## src/rtl/boot_loader.sv

```systemverilog
// boot_loader: byte-stream program loader and run controller.
//
// Receives a length-prefixed image over a valid/ready byte port, packs the
// payload into little-endian 32-bit words, writes them to instruction memory
// and then releases the CPU through cpu_start.
//
// Frame: LEN lo, LEN hi (16-bit word count N), then 4*N payload bytes with
// each word sent LSB first.
//
// Build option: define BOOT_CHECKSUM_EN to require one trailing checksum byte
// equal to the XOR of all payload bytes (0x00 for an empty image). A mismatch
// rejects the image.
//
// All outputs are registered. Reset is synchronous and active-high.

module boot_loader #(
    parameter int ADDR_W    = 10,
    parameter int MAX_WORDS = 1024,
    parameter int BASE_ADDR = 0
) (
    input  logic              clk,
    input  logic              rst,
    input  logic [7:0]        rx_data,
    input  logic              rx_valid,
    output logic              rx_ready,
    output logic              imem_we,
    output logic [ADDR_W-1:0] imem_addr,
    output logic [31:0]       imem_wdata,
    output logic              cpu_start,
    output logic              busy,
    output logic              done,
    output logic              err
);

    // S_LAST holds the port closed for the single cycle in which the final
    // write strobe is on the bus. RUN therefore starts one cycle later, and
    // cpu_start never overlaps imem_we.
    typedef enum logic [2:0] {
        S_LEN0,
        S_LEN1,
        S_DATA,
        S_LAST,
        S_CHK,
        S_RUN,
        S_ERR
    } state_t;

    localparam logic [ADDR_W-1:0] BASE_A = ADDR_W'(BASE_ADDR);

    state_t            state;
    logic [7:0]        len_lo;      // LEN low byte, held until the high byte
    logic [15:0]       len;         // image length in words
    logic [ADDR_W:0]   word_idx;    // words written so far
    logic [1:0]        byte_cnt;    // byte position inside the current word
    logic [7:0]        b0, b1, b2;  // first three bytes of the current word
`ifdef BOOT_CHECKSUM_EN
    logic [7:0]        csum;        // running XOR of the payload bytes
`endif

    // Byte transfer handshake.
    logic xfer;
    assign xfer = rx_valid & rx_ready;

    // Full length as it arrives with the high byte.
    logic [15:0] len_rx;
    assign len_rx = {rx_data, len_lo};

    // Oversize images are rejected. The compare is done at 32 bits so that
    // MAX_WORDS values up to and above 0xFFFF behave correctly.
    logic len_too_big;
    assign len_too_big = {16'd0, len_rx} > 32'(MAX_WORDS);

    // The word now being completed is the last word of the image.
    logic [15:0] word_next;
    logic        last_word;
    assign word_next = 16'(word_idx) + 16'd1;
    assign last_word = (word_next == len);

    // Frame parser FSM with registered handshake, write and status outputs.
    always_ff @(posedge clk) begin
        if (rst) begin
            // NOTE: all state uses non-blocking assignments. Every register
            // then updates from values sampled at the same clock edge, with
            // no dependence on the order of the statements.
            state      <= S_LEN0;
            rx_ready   <= 1'b0;
            imem_we    <= 1'b0;
            imem_addr  <= BASE_A;
            imem_wdata <= 32'd0;
            cpu_start  <= 1'b0;
            busy       <= 1'b0;
            done       <= 1'b0;
            err        <= 1'b0;
            len_lo     <= 8'd0;
            len        <= 16'd0;
            word_idx   <= '0;
            byte_cnt   <= 2'd0;
            b0         <= 8'd0;
            b1         <= 8'd0;
            b2         <= 8'd0;
`ifdef BOOT_CHECKSUM_EN
            csum       <= 8'd0;
`endif
        end else begin
            // NOTE: the strobe defaults low every cycle. Only the branch that
            // completes a word raises it, so a strobe lasts exactly one cycle.
            imem_we <= 1'b0;

            case (state)
                S_LEN0: begin
                    // The port opens on the first cycle after reset.
                    rx_ready <= 1'b1;
                    busy     <= 1'b1;
                    if (xfer) begin
                        len_lo <= rx_data;
                        state  <= S_LEN1;
                    end
                end

                S_LEN1: begin
                    if (xfer) begin
                        len      <= len_rx;
                        word_idx <= '0;
                        byte_cnt <= 2'd0;
`ifdef BOOT_CHECKSUM_EN
                        csum     <= 8'd0;
`endif
                        if (len_too_big) begin
                            state    <= S_ERR;
                            err      <= 1'b1;
                            rx_ready <= 1'b0;
                            busy     <= 1'b0;
                        end else if (len_rx == 16'd0) begin
`ifdef BOOT_CHECKSUM_EN
                            state     <= S_CHK;
`else
                            state     <= S_RUN;
                            cpu_start <= 1'b1;
                            done      <= 1'b1;
                            rx_ready  <= 1'b0;
                            busy      <= 1'b0;
`endif
                        end else begin
                            state <= S_DATA;
                        end
                    end
                end

                S_DATA: begin
                    if (xfer) begin
`ifdef BOOT_CHECKSUM_EN
                        csum     <= csum ^ rx_data;
`endif
                        byte_cnt <= byte_cnt + 2'd1;
                        case (byte_cnt)
                            2'd0: b0 <= rx_data;
                            2'd1: b1 <= rx_data;
                            2'd2: b2 <= rx_data;
                            default: begin
                                // Fourth byte: the write is issued on the
                                // next cycle while bytes keep arriving.
                                imem_we    <= 1'b1;
                                imem_addr  <= BASE_A + word_idx[ADDR_W-1:0];
                                imem_wdata <= {rx_data, b2, b1, b0};
                                word_idx   <= word_idx + (ADDR_W + 1)'(1);
                                if (last_word) begin
`ifdef BOOT_CHECKSUM_EN
                                    state    <= S_CHK;
`else
                                    state    <= S_LAST;
                                    rx_ready <= 1'b0;
`endif
                                end
                            end
                        endcase
                    end
                end

                S_LAST: begin
                    // The final strobe is on the bus now. Release the CPU
                    // on the next cycle.
                    state     <= S_RUN;
                    cpu_start <= 1'b1;
                    done      <= 1'b1;
                    rx_ready  <= 1'b0;
                    busy      <= 1'b0;
                end

`ifdef BOOT_CHECKSUM_EN
                S_CHK: begin
                    // This byte can arrive while the final strobe is still
                    // high. cpu_start rises only after the strobe has dropped.
                    if (xfer) begin
                        rx_ready <= 1'b0;
                        busy     <= 1'b0;
                        if (rx_data == csum) begin
                            state     <= S_RUN;
                            cpu_start <= 1'b1;
                            done      <= 1'b1;
                        end else begin
                            state <= S_ERR;
                            err   <= 1'b1;
                        end
                    end
                end
`endif

                S_RUN: begin
                    // The CPU runs until reset. Further bytes are ignored.
                    cpu_start <= 1'b1;
                    done      <= 1'b1;
                    rx_ready  <= 1'b0;
                    busy      <= 1'b0;
                end

                S_ERR: begin
                    // Sticky rejection: no writes and no CPU start.
                    err       <= 1'b1;
                    cpu_start <= 1'b0;
                    rx_ready  <= 1'b0;
                    busy      <= 1'b0;
                end

                default: begin
                    // Unreachable encodings fail safe into the error state.
                    state     <= S_ERR;
                    err       <= 1'b1;
                    cpu_start <= 1'b0;
                    rx_ready  <= 1'b0;
                    busy      <= 1'b0;
                end
            endcase
        end
    end

endmodule
```

## config.mk

```make
export PLATFORM = sky130hd
export DESIGN_NAME = boot_loader
export DESIGN_NICKNAME = d
export VERILOG_FILES = /design/src/rtl/boot_loader.sv
export SDC_FILE = /design/constraint.sdc
export NUM_CORES = 1
export LEC_CHECK = 0
export BUFFER_PORTS_ARGS = -buffer_cell sky130_fd_sc_hd__buf_4
export CAP_MARGIN = 20
export CORE_MARGIN = 2
export CORE_UTILIZATION = 40
export DETAILED_ROUTE_END_ITERATION = 12
export PLACE_DENSITY = 0.64
export SETUP_SLACK_MARGIN = 0.4
export SYNTH_ARGS = -nofsm -noshare
export SYNTH_HDL_FRONTEND = slang
export SYNTH_SLANG_ARGS = --single-unit
```

## constraint.sdc

```tcl
create_clock -name clk -period 5.3 [get_ports clk]
set_clock_uncertainty 0.15 [all_clocks]
set_input_delay 0 -clock clk [delete_from_list [all_inputs] [get_ports clk]]
set_output_delay 0 -clock clk [all_outputs]
set_load 0.01 [all_outputs]
```

Word-level counts from Yosys, hierarchy flattened

Cells that the tools add are included.

Register bits: 112
Output and inout bits: 48
Input bits: 11

Equality and inequality tests: 17
Mux-type cells: 32
$lt $le $gt $ge: 1
Add/sub/neg operators: 3
Bitwise logic cells: 7
Reductions and logical operators: 25

Operator list:

| cell                                                                              | number |
|---|---|
| 11-bit two-way mux                                                                | 3 |
| 11-bit case mux with 2 select lines                                               | 1 |
| 3-bit two-way mux                                                                 | 7 |
| 3-bit AND reduction                                                               | 7 |
| 12-bit by 16-bit equality test with 1-bit output                                  | 1 |
| 16-bit by 11-bit greater-than comparator with 1-bit output, second input constant | 1 |
| 16-bit logical NOT                                                                | 1 |
| 2-bit != test, second input constant                                              | 8 |
| 3-bit case mux with 5 select lines                                                | 1 |
| 11-bit by 1-bit adder with 12-bit output, second input constant                   | 1 |
| 1-bit two-way mux                                                                 | 12 |
| 4-bit AND reduction                                                               | 3 |
| 11-bit by 1-bit adder with 11-bit output, second input constant                   | 1 |
| 1-bit case mux with 3 select lines                                                | 3 |
| 3-bit by 2-bit equality test with 1-bit output, second input constant             | 2 |
| 3-bit equality test, second input constant                                        | 2 |
| 1-bit NOT                                                                         | 6 |
| 6-bit AND reduction                                                               | 1 |
| 2-bit OR reduction                                                                | 3 |
| 3-bit OR reduction                                                                | 2 |
| 5-bit AND reduction                                                               | 1 |
| 2-bit two-way mux                                                                 | 2 |
| 1-bit case mux with 2 select lines                                                | 2 |
| 2-bit case mux with 2 select lines                                                | 1 |
| 11 further kinds                                                                  | 13 |

Logic depth before layout (Yosys ltp)

Word-level depth: 6
Gate-level depth with buffers: 9

Least setup slack after synthesis

Ideal clock, no wire load.

Path kind: reg-to-reg
From: register word_idx[1]
To: register state[0]
Required time: 5.078 ns
Slack: 3.195 ns
Arrival: 1.883 ns
Cell stages (with the launch flop): 8
Library setup time: 0.072 ns
Cells stage by stage: dfxtp_1 ha_1 nand3_1 o21ai_0 o2111ai_1 or4_4 o22ai_2 mux2i_1

Longest elaborated chain between the ends: 4

Ends and longest elaborated chain:

| element                                          | line | text |
|---|---|---|
| start, declared                                  | 53   | `logic [ADDR_W:0] word_idx;` |
| start signal, assigned                           | 165  | `word_idx <= word_idx + (ADDR_W + 1)'(1);` |
| 11-bit by 1-bit adder with 12-bit output         | 76   | `assign word_next = 16'(word_idx) + 16'd1;` |
| 12-bit by 16-bit equality test with 1-bit output | 77   | `assign last_word = (word_next == len);` |
| 2-bit != test (no source line)                   | n/a  |  |
| 6-bit AND reduction (no source line)             | n/a  |  |
| end signal, assigned                             | 85   | `state <= S_LEN0;` |
| end signal, assigned                             | 116  | `state <= S_LEN1;` |
| end signal, assigned                             | 129  | `state <= S_ERR;` |
| end, declared                                    | 50   | `state_t state;` |

Every way passes these cells.
A chain may end at the register's enable or synchronous reset.

Final worst setup path

From: register state[2]
To: register word_idx[8]

Longest elaborated chain between the ends: 3
Elaborated cells between the ends (all ways): 8
Those cells by class: eq/ne (5); mux (1); reduce/logical (2)

Ends and longest elaborated chain:

| element                                                                                                                 | line | text |
|---|---|---|
| 3-bit by 1-bit equality test with 1-bit output / 3-bit by 2-bit equality test with 1-bit output (equally long branches) | 109  | `case (state)` |
| 2-bit != test (no source line) / 2-bit nonzero test (equally long branches)                                             | n/a  |  |
| 4-bit AND reduction (no source line)                                                                                    | n/a  |  |

Several ways; a longest one is shown, not always the timed one.

==> impl_metrics.ini <==
[outcome]
status = finished clean

[synth]
synth.top_cells.by_area = dfxtp_1 (48%), nand2_1 (14%), a21oi_1 (11%)
synth_top_area_cell = dfxtp_1
synth_cell_types = 45
syn_avg_cell_area_um2 = 7.68
synth_area_mm2 = 0.00463
ys_seq_area_share_pct = 48.4
ys_warn_count = 0
synth_edf_count = 0
synthArstFlopShare_pct = 0
ys_ff_latch = 112
synth_top_area_share_pct = 48.4
synth_ff_type = dfxtp_1
synthesis.nets = 619
synth_cells = 603

[route]
dr.pass1.iters = 5
drc = 0
wl_per_cell_um = 14.8
totalWireLength_um = 11700
antenna_left = 0
vias_per_cell = 5.28
drt_iter0_drc = 272
via_count = 4178

[timing]
rsz0062_at_grt = false
worst_slew_pin_slew_ns = 0.681
slew_violations = 0
setup_viol = 0
setup_ws_ns = 2.53
hold_viol = 0
relSlewSlack_pct = 54.3
timing.hold.ws_ns = 0.188
clock.fmax_ghz = 0.360
min_period_over_period_pct = 52.4
tns_ns = 0
period_minus_slack_ns = 2.77

[pwr]
intPower_mw = 1.37
switching_share_pct = 27.2
switchingPower_mw = 0.514
fin_total_pwr_mw = 1.89
pwr-share-seq_pct = 48.5
peakVddDrop_mv = 0.133
powerDensity_mw_per_mm2 = 341
p_clk_share_pct = 37.2
pwr-share-comb_pct = 14.3
leakage_nw = 1.95

[cts]
clockBufferDepth = 2
htreeDepth = 3
cts_buffers = 9
clock-sinks = 112
cts.clk_slew.worst_paths_ns = 0.08
cts_resized = 0
clk_latency_ns = 0.36
cts_tree = yes
clockRootBuffer = clkbuf_16

[min_path]
holdCritPathClass = input port to register
hp-start = rx_valid

[run]
max_cap_viol_count = 0

[final_layout]
postLayoutCellArea_mm2 = 0.00554
area_delta_synth_final_pct = 19.7
final_cell_mix = nand2_1 (174), dfxtp_1 (112), a21oi_1 (105)
mostFrequentLayoutCell = nand2_1
nNetsFinal = 660
regArea_mm2 = 0.00224
drive_gt1_share_pct = 13.3
antenna_cells = 0
fill_cells = 1105
fin_util_pct = 48.8
stdcell_count = 791
multiInputGateArea_mm2 = 0.00218

[critical_path]
r2r_start = state[2]
worstPathCellList = or3b_1, nor2_1, buf_4, nand2_1, buf_4, nor4_1, a21oi_1, nor2_1
cp_data_arrival_time_ns = 2.93
cp_max_fo = 40
setup.worst_path.start = state[2]
required_ns = 5.45
start_kind = register
crit_buf_inv = 2
slowest_stage = or3b_1
cpPeakStageDelay_ns = 0.55
critPathTopFamily = simple AND/OR/NAND/NOR gates
endpoint_kind = register
crit_type = register to register

[die]
die_height_um = 112
dieArea_mm2 = 0.0125
die_x_um = 112
fp-row-count = 39
coreArea_mm2 = 0.0114
ioPinCount = 59
initial_core_util_pct = 40.7

[place]
place_hpwl_um = 7820
place_area_mm2 = 0.00510
preCtsSetupSlack_ns = 2.48
gp_congestion = 0.905
portBuffers = 58
dp.cells = 764

[global_routing]
grt_max_degree = 115
grt_pass1_vias = 3796
grt_antenna_before_repair = 0
overflow = 0
grt_usage_pct = 18.9
grt_pass1_wl_um = 19000
## synthesized netlist by cell type (all sizes together) (2+ instances only)
cell type	instances
nand3	31
or4	3
o21a	2
o21ai	16
mux2i	2
or2	2
a311oi	4
buf	9
nand2b	9
o211ai	2
nand2	174
nor2	27
clkbuf	35
a22oi	2
a31oi	2
or3	3
and3	2
ha	5
inv	8
nor2b	2
dfxtp	112
xnor2	5
nand4	4
nor4	5
a21oi	105
a211oi	4
nor3	13
xor2	5
## power groups by stage
stage | Combinational, mW | Sequential, mW | Clock, mW
floorplan | 0.193 | 0.920 | 0
global placement | 0.256 | 0.930 | 0
detailed placement | 0.261 | 0.933 | 0
CTS | 0.266 | 0.913 | 0.712
global route | 0.300 | 0.921 | 0.750
finish | 0.271 | 0.916 | 0.702
## cell families after synthesis
kind of cell / synth area share (%)
AO/OA/AOI/OAI: 16.7
XOR/XNOR: 1.89
adder cells (fa/ha/maj): 1.35
buffers and inverters: 4.67
flip-flops: 48.4
multiplexers: 0.432
AND/OR/NAND/NOR: 26.5
## timing repair
item                                   CTS  global route
hold buffers                             8             1
setup buffers                            0             0
endpoints found under the hold margin   48            14
## flip-flops by register name (all words and copies together), names as in the netlist
signal and cells:
b0 8, b1 8, b2 8, busy 1
byte_cnt 2, cpu_start 1, done 1, err 1
imem_addr 10, imem_wdata 32, imem_we 1, len 16
len_lo 8, rx_ready 1, state 3, word_idx 11
## worst min-delay path: cells and delay by family
kind / cells / cell delay (ns)
AND/OR/NAND/NOR: 3 / 0.51
buffers and inverters: 1 / 0.08
AO/OA/AOI/OAI: 1 / 0.05
## cell type report
| class | count | share of cell area (%) |
|---|---|---|
| flip-flops and latches | 112 | 40.4 |
| inverters | 8 | 0.542 |
| well taps | 143 | 3.23 |
| clock inverters | 3 | 0.858 |
| multi-input cells | 439 | 39.3 |
| repair buffers | 74 | 11.0 |
| clock buffers | 12 | 4.63 |
## per-layer routing
metal / up-vias / wire length (um) / global-route usage, %
met2: 85 / 5580 / 30.2
met3: 17 / 445 / 4.84
li1: 2116 / - / -
met4: 0 / 203 / 5.68
met5: - / 0 / 0
met1: 1960 / 5480 / 25.2
## path summary, 6_finish.rpt
kind / to / slack, ns / depth (start not counted)
worst max-delay path: word_idx[8] / 2.53 / 8
worst min-delay path: len_lo[6] / 0.19 / 5
worst max register to register: word_idx[8] / 2.53 / 8
worst min register to register: done / 0.30 / 2
Power figures use the tool's default switching activity.
